<file path="src/rtl/fpu_pkg.sv">
// Shared types for the FP32 add/sub pipeline: unpacked operand fields,
// the per-operation record held by the unpack stage, and its occupancy states.
package fpu_pkg;

  localparam int FP_W   = 32;
  localparam int EXP_W  = 8;
  localparam int FRAC_W = 23;
  localparam logic [EXP_W-1:0] EXP_MAX = 8'hFF;

  // Widest tag an add_op_t can carry; instances use the low TAG_W bits.
  localparam int TAG_MAX_W = 16;

  typedef struct packed {
    logic              sign;
    logic [EXP_W-1:0]  exp;
    logic [FRAC_W-1:0] frac;
    logic              is_zero;
    logic              is_inf;
    logic              is_nan;
  } fp_unpacked_t;

  typedef struct packed {
    fp_unpacked_t         a;
    fp_unpacked_t         b;
    logic [EXP_W:0]       exp_diff;
    logic                 a_mag_ge_b;
    logic [TAG_MAX_W-1:0] tag;
  } add_op_t;

  typedef enum logic [1:0] {
    OCC_EMPTY = 2'd0,
    OCC_ONE   = 2'd1,
    OCC_FULL  = 2'd2
  } occ_t;

endpackage

</file>
<file path="src/rtl/fpu_classify.sv">
// Combinational unpack and classification of one FP32 operand, with optional
// flush of subnormals to a signed zero.
module fpu_classify
  import fpu_pkg::*;
#(
  parameter bit DAZ = 1'b1
) (
  input  logic [FP_W-1:0] fp,
  output fp_unpacked_t    unp
);

  logic [EXP_W-1:0]  exp_raw;
  logic [FRAC_W-1:0] frac_raw;
  logic              exp_zero;
  logic              exp_max;
  logic              frac_zero;
  logic              flush;

  assign exp_raw   = fp[FP_W-2:FRAC_W];
  assign frac_raw  = fp[FRAC_W-1:0];
  assign exp_zero  = (exp_raw == '0);
  assign exp_max   = (exp_raw == EXP_MAX);
  assign frac_zero = (frac_raw == '0);
  assign flush     = DAZ && exp_zero && !frac_zero;

  always_comb begin
    unp         = '0;
    unp.sign    = fp[FP_W-1];
    unp.exp     = exp_raw;
    // A flushed subnormal already has exp 0; only the fraction needs clearing.
    unp.frac    = flush ? '0 : frac_raw;
    unp.is_zero = exp_zero && (frac_zero || DAZ);
    unp.is_inf  = exp_max && frac_zero;
    unp.is_nan  = exp_max && !frac_zero;
  end

endmodule

</file>
<file path="src/rtl/fpu_add_unpack_stage.sv">
// First stage of the FP32 add/sub unit: unpacks and classifies both operands,
// forms the effective sign of B, exponent difference and magnitude compare.
module fpu_add_unpack_stage
  import fpu_pkg::*;
#(
  parameter int TAG_W = 4,
  parameter bit DAZ   = 1'b1
) (
  input  logic              clk,
  input  logic              rst,
  input  logic              in_valid,
  output logic              in_ready,
  input  logic [31:0]       in_a,
  input  logic [31:0]       in_b,
  input  logic              in_sub,
  input  logic [TAG_W-1:0]  in_tag,
  output logic              out_valid,
  input  logic              out_ready,
  output logic              sign_a,
  output logic              sign_b_eff,
  output logic [7:0]        exp_a,
  output logic [7:0]        exp_b,
  output logic [22:0]       frac_a,
  output logic [22:0]       frac_b,
  output logic              is_zero_a,
  output logic              is_zero_b,
  output logic              is_inf_a,
  output logic              is_inf_b,
  output logic              is_nan_a,
  output logic              is_nan_b,
  output logic [8:0]        exp_diff,
  output logic              a_mag_ge_b,
  output logic [TAG_W-1:0]  out_tag
);

  fp_unpacked_t ua;
  fp_unpacked_t ub_raw;
  fp_unpacked_t ub;
  add_op_t      new_op;
  add_op_t      main_reg;
  add_op_t      skid_reg;
  occ_t         occ_reg;
  logic         in_ready_reg;
  logic         out_valid_reg;
  logic         accept;
  logic         take;
  logic         unused_tag_bits;

  fpu_classify #(.DAZ(DAZ)) u_classify_a (
    .fp  (in_a),
    .unp (ua)
  );

  fpu_classify #(.DAZ(DAZ)) u_classify_b (
    .fp  (in_b),
    .unp (ub_raw)
  );

  // Everything downstream needs is computed here, on the write path.
  always_comb begin
    ub                = ub_raw;
    ub.sign           = ub_raw.sign ^ in_sub;
    new_op            = '0;
    new_op.a          = ua;
    new_op.b          = ub;
    new_op.exp_diff   = {1'b0, ua.exp} - {1'b0, ub.exp};
    new_op.a_mag_ge_b = ({ua.exp, ua.frac} >= {ub.exp, ub.frac});
    new_op.tag        = TAG_MAX_W'(in_tag);
  end

  assign accept = in_valid && in_ready_reg;
  assign take   = out_valid_reg && out_ready;

  always_ff @(posedge clk) begin
    if (rst) begin
      occ_reg       <= OCC_EMPTY;
      main_reg      <= '0;
      skid_reg      <= '0;
      in_ready_reg  <= 1'b1;
      out_valid_reg <= 1'b0;
    end else begin
      case (occ_reg)
        OCC_EMPTY: begin
          if (accept) begin
            main_reg      <= new_op;
            occ_reg       <= OCC_ONE;
            out_valid_reg <= 1'b1;
          end
        end
        OCC_ONE: begin
          case ({accept, take})
            2'b11: main_reg <= new_op;
            2'b10: begin
              skid_reg     <= new_op;
              occ_reg      <= OCC_FULL;
              in_ready_reg <= 1'b0;
            end
            2'b01: begin
              occ_reg       <= OCC_EMPTY;
              out_valid_reg <= 1'b0;
            end
            default: ;
          endcase
        end
        OCC_FULL: begin
          // in_ready is low here, so only the promote path is possible.
          if (take) begin
            main_reg     <= skid_reg;
            occ_reg      <= OCC_ONE;
            in_ready_reg <= 1'b1;
          end
        end
        default: begin
          occ_reg       <= OCC_EMPTY;
          in_ready_reg  <= 1'b1;
          out_valid_reg <= 1'b0;
        end
      endcase
    end
  end

  assign in_ready   = in_ready_reg;
  assign out_valid  = out_valid_reg;
  assign sign_a     = main_reg.a.sign;
  assign sign_b_eff = main_reg.b.sign;
  assign exp_a      = main_reg.a.exp;
  assign exp_b      = main_reg.b.exp;
  assign frac_a     = main_reg.a.frac;
  assign frac_b     = main_reg.b.frac;
  assign is_zero_a  = main_reg.a.is_zero;
  assign is_zero_b  = main_reg.b.is_zero;
  assign is_inf_a   = main_reg.a.is_inf;
  assign is_inf_b   = main_reg.b.is_inf;
  assign is_nan_a   = main_reg.a.is_nan;
  assign is_nan_b   = main_reg.b.is_nan;
  assign exp_diff   = main_reg.exp_diff;
  assign a_mag_ge_b = main_reg.a_mag_ge_b;
  assign out_tag    = main_reg.tag[TAG_W-1:0];

  assign unused_tag_bits = ^main_reg.tag;

endmodule

</file>
<file path="config.mk">
export PLATFORM = sky130hd
export DESIGN_NAME = fpu_add_unpack_stage
export DESIGN_NICKNAME = d
export VERILOG_FILES = /design/src/rtl/fpu_pkg.sv /design/src/rtl/fpu_classify.sv /design/src/rtl/fpu_add_unpack_stage.sv
export SDC_FILE = /design/constraint.sdc
export NUM_CORES = 1
export LEC_CHECK = 0
export CAP_MARGIN = 20
export CORE_ASPECT_RATIO = 0.6
export CORE_UTILIZATION = 58
export CTS_CLUSTER_DIAMETER = 80
export CTS_CLUSTER_SIZE = 25
export DETAILED_ROUTE_END_ITERATION = 16
export DONT_BUFFER_PORTS = 1
export GPL_ROUTABILITY_DRIVEN = 0
export PLACE_DENSITY_LB_ADDON = 0.1
export SETUP_SLACK_MARGIN = 0.1
export SYNTH_ARGS = -nofsm -noshare
export SYNTH_HDL_FRONTEND = slang
export SYNTH_HIERARCHICAL = 1
export SYNTH_SLANG_ARGS = --single-unit
</file>
<file path="constraint.sdc">
create_clock -name clk -period 2.82 [get_ports clk]
set_clock_uncertainty 0.15 [all_clocks]
set_input_delay 0.423 -clock clk [delete_from_list [all_inputs] [get_ports clk]]
set_output_delay 0.423 -clock clk [all_outputs]
set_load 0.03 [all_outputs]
</file>
==> flow_summary.json <==
{
  "ys_seq_elements": 172,
  "via_per_inst": 5.88,
  "io_buffers": 0,
  "seq_power_share": 0.469,
  "start_util": 0.604,
  "rsz0062_at_grt": "true",
  "ff2ff_setup_slack_ps": 210,
  "largest_reg_flops": 84,
  "area_delta_synth_final_pct": 17.9,
  "setup_tns_ps": 0,
  "synth-seq-area-share": 0.411,
  "cts_setup_buffers": 0,
  "intPower_mw": 4.52,
  "drt_iter0_drc": 674,
  "drive_gt1_frac": 0.0900,
  "hold_path_class": "in -> reg",
  "filler_cell_count": 1142,
  "combPwrFrac": 0.169,
  "gr-total-overflow": 0,
  "crit_arrival_ps": 2820,
  "synth_warnings": 6,
  "p_sw_frac": 0.325,
  "core_um2": 13900,
  "cp_max_fo": 89,
  "maxCapViolCount": 0,
  "powerDensity_nw_per_um2": 677,
  "vias": 7927,
  "die_w_um": 157,
  "final_core_util": 0.713,
  "syn_nets": 1206,
  "dieHeight_um": 95.1,
  "netlist_area_um2": 8380,
  "whs_path_depth": 2,
  "grt_usage": 0.336,
  "antenna_found_initial": 0,
  "place_inst": 1250,
  "fmax_ghz": 0.384,
  "async_reset_ff_frac": 0,
  "min-delay-start": "in_a[26]",
  "dr.pass1.iters": 5,
  "synthFlopType": "dfxtp_1",
  "reg2reg_to": "frac_b[0]",
  "relSlewSlack": 0.465,
  "p_switching_mw": 2.17,
  "ant_nets": 0,
  "setup_viol": 0,
  "insertion_delay_ps": 430,
  "layout_common_cells": "nand2_1 (319), dfxtp_1 (170), a21oi_1 (101)",
  "row_count": 33,
  "setup.worst_path.start_class": "flip-flop",
  "final_common_cell": "nand2_1",
  "h-tree-depth": 4,
  "diodes": 0,
  "cts_sinks": 172,
  "worstMarginPinSlew_ps": 795,
  "cts_tree": "done",
  "grt_pass1_vias": 7309,
  "hold_violations": 0,
  "routed_wl_um": 25100,
  "io-pin-count": 159,
  "syn_area_per_cell_um2": 7.62,
  "grt_start_max_net_pins": 116,
  "fin_crit_sh": 0.925,
  "worst_ir_drop_vdd_uv": 416,
  "p_leak_nw": 3.95,
  "outcome": "completed",
  "fp.dieArea_um2": 15000,
  "synth_cell_type_count": 48,
  "yosys-top-cells-area": "dfxtp_1 (41%), nand2_1 (14%), a311oi_1 (7.6%)",
  "grt_pass1_wl_um": 38500,
  "drcViolationCount": 0,
  "syn-instance-count": 1100,
  "final_net_count": 1248,
  "dp.final_hpwl_um": 16100,
  "synth_edf_count": 0,
  "cp.required_ps": 3030,
  "wl_per_cell_um": 18.6,
  "reg2reg_depth": 8,
  "clkPwrFrac": 0.362,
  "yosysTopAreaCell": "dfxtp_1",
  "total_power_mw": 6.69,
  "end_kind": "flip-flop",
  "slew_violations": 0,
  "yosysTopAreaCellShare": 0.411,
  "worstSetupPathType": "reg -> reg",
  "clock_path_buffers": 2,
  "fin_cells": 1347,
  "fin_crit_ps": 2610,
  "clkTransAtPathRegs_ps": 80,
  "hold-path-endpoint": "exp_a[3]",
  "cts-root-buf": "clkbuf_16",
  "reg2reg_from": "in_ready",
  "cts_buffers": 17
}
==> timing repair <==
item,in CTS,in global routing
endpoints found under the hold margin,169,0
gates resized for setup,0,7
hold buffers,65,0
setup endpoints to repair,0,52
==> through the flow <==
stage                     cell area [µm²]  setup slack [ps]  hold WS (ps)
after floorplan                      8390               106           284
after global placement               8590             -96.4           288
after detailed placement             8590              -145           291
after CTS                            9870               122          11.0
after global routing                 9890              46.5          21.9
final                                9890               213          16.4
==> worst max-delay path by stage <==
stage,start,to,depth (start not counted)
after floorplan,in_a[24],a_mag_ge_b,11
after global placement,in_a[24],skid_reg[16],12
after detailed placement,in_a[24],skid_reg[16],12
after CTS,in_ready,out_tag[3],8
after global routing,in_ready,frac_b[9],8
final,in_ready,frac_b[0],8
==> per-layer routing <==
layer	share of wire	routed length (µm)	global-route usage
met1	0.44	11100	0.452
met5	0	0	0
met4	0.020	490	0.104
met2	0.43	10800	0.508
met3	0.11	2700	0.110
==> synth_stat cells, types with 3 or more instances <==
| master | instances |
|---|---|
| a211oi_1 | 13 |
| a21o_1 | 3 |
| a21oi_1 | 101 |
| a311oi_1 | 73 |
| a31oi_1 | 6 |
| and2_1 | 46 |
| and4_1 | 6 |
| buf_1 | 4 |
| buf_2 | 15 |
| buf_4 | 26 |
| clkbuf_1 | 47 |
| clkbuf_8 | 4 |
| dfxtp_1 | 172 |
| ha_1 | 32 |
| inv_1 | 39 |
| nand2_1 | 320 |
| nand2b_1 | 6 |
| nand3_1 | 9 |
| nand4_1 | 8 |
| nor2_1 | 97 |
| nor3_1 | 9 |
| nor4_1 | 16 |
| nor4b_1 | 3 |
| o211ai_1 | 3 |
| o21ai_0 | 7 |
| or2_2 | 3 |
| xnor2_1 | 3 |
| xor2_1 | 3 |
==> critical path, stage by stage (launching register included) <==
cell,delay (ps)
dfxtp_2,440
nand2_1,180
nor3_1,200
buf_4,180
a21o_4,130
buf_16,310
nor2_1,70
a311oi_1,260
dlygate4sd3_1,590
==> area by class of cell <==
| class | instances | area (µm²) | area share |
|---|---|---|---|
| Clock buffer | 19 | 453 | 0.0458 |
| Clock inverter | 13 | 154 | 0.0156 |
| Timing Repair Buffer | 121 | 1170 | 0.118 |
| Multi-Input combinational cell | 791 | 4280 | 0.433 |
| Inverter | 39 | 146 | 0.0148 |
| Tap cell | 192 | 240 | 0.0243 |
| Sequential cell | 172 | 3450 | 0.349 |
==> logic make-up after synthesis <==
group,count (synthesis),synth area share
simple gates,530,0.272
compound gates,222,0.179
flops,172,0.411
buf+inv,137,0.0818
fa+ha+maj,33,0.0502
xor+xnor,6,0.00627
==> power by group through the flow <==
stage	combinational, mW	clock, mW	sequential [mW]
2_1_floorplan	0.765	0	3.14
3_3_place_gp	0.928	0	3.19
3_5_place_dp	0.941	0	3.19
4_1_cts	1.10	2.44	3.14
5_1_grt	1.24	2.54	3.17
6_report	1.13	2.42	3.14
Note: power is estimated with default switching activity, not from simulation.
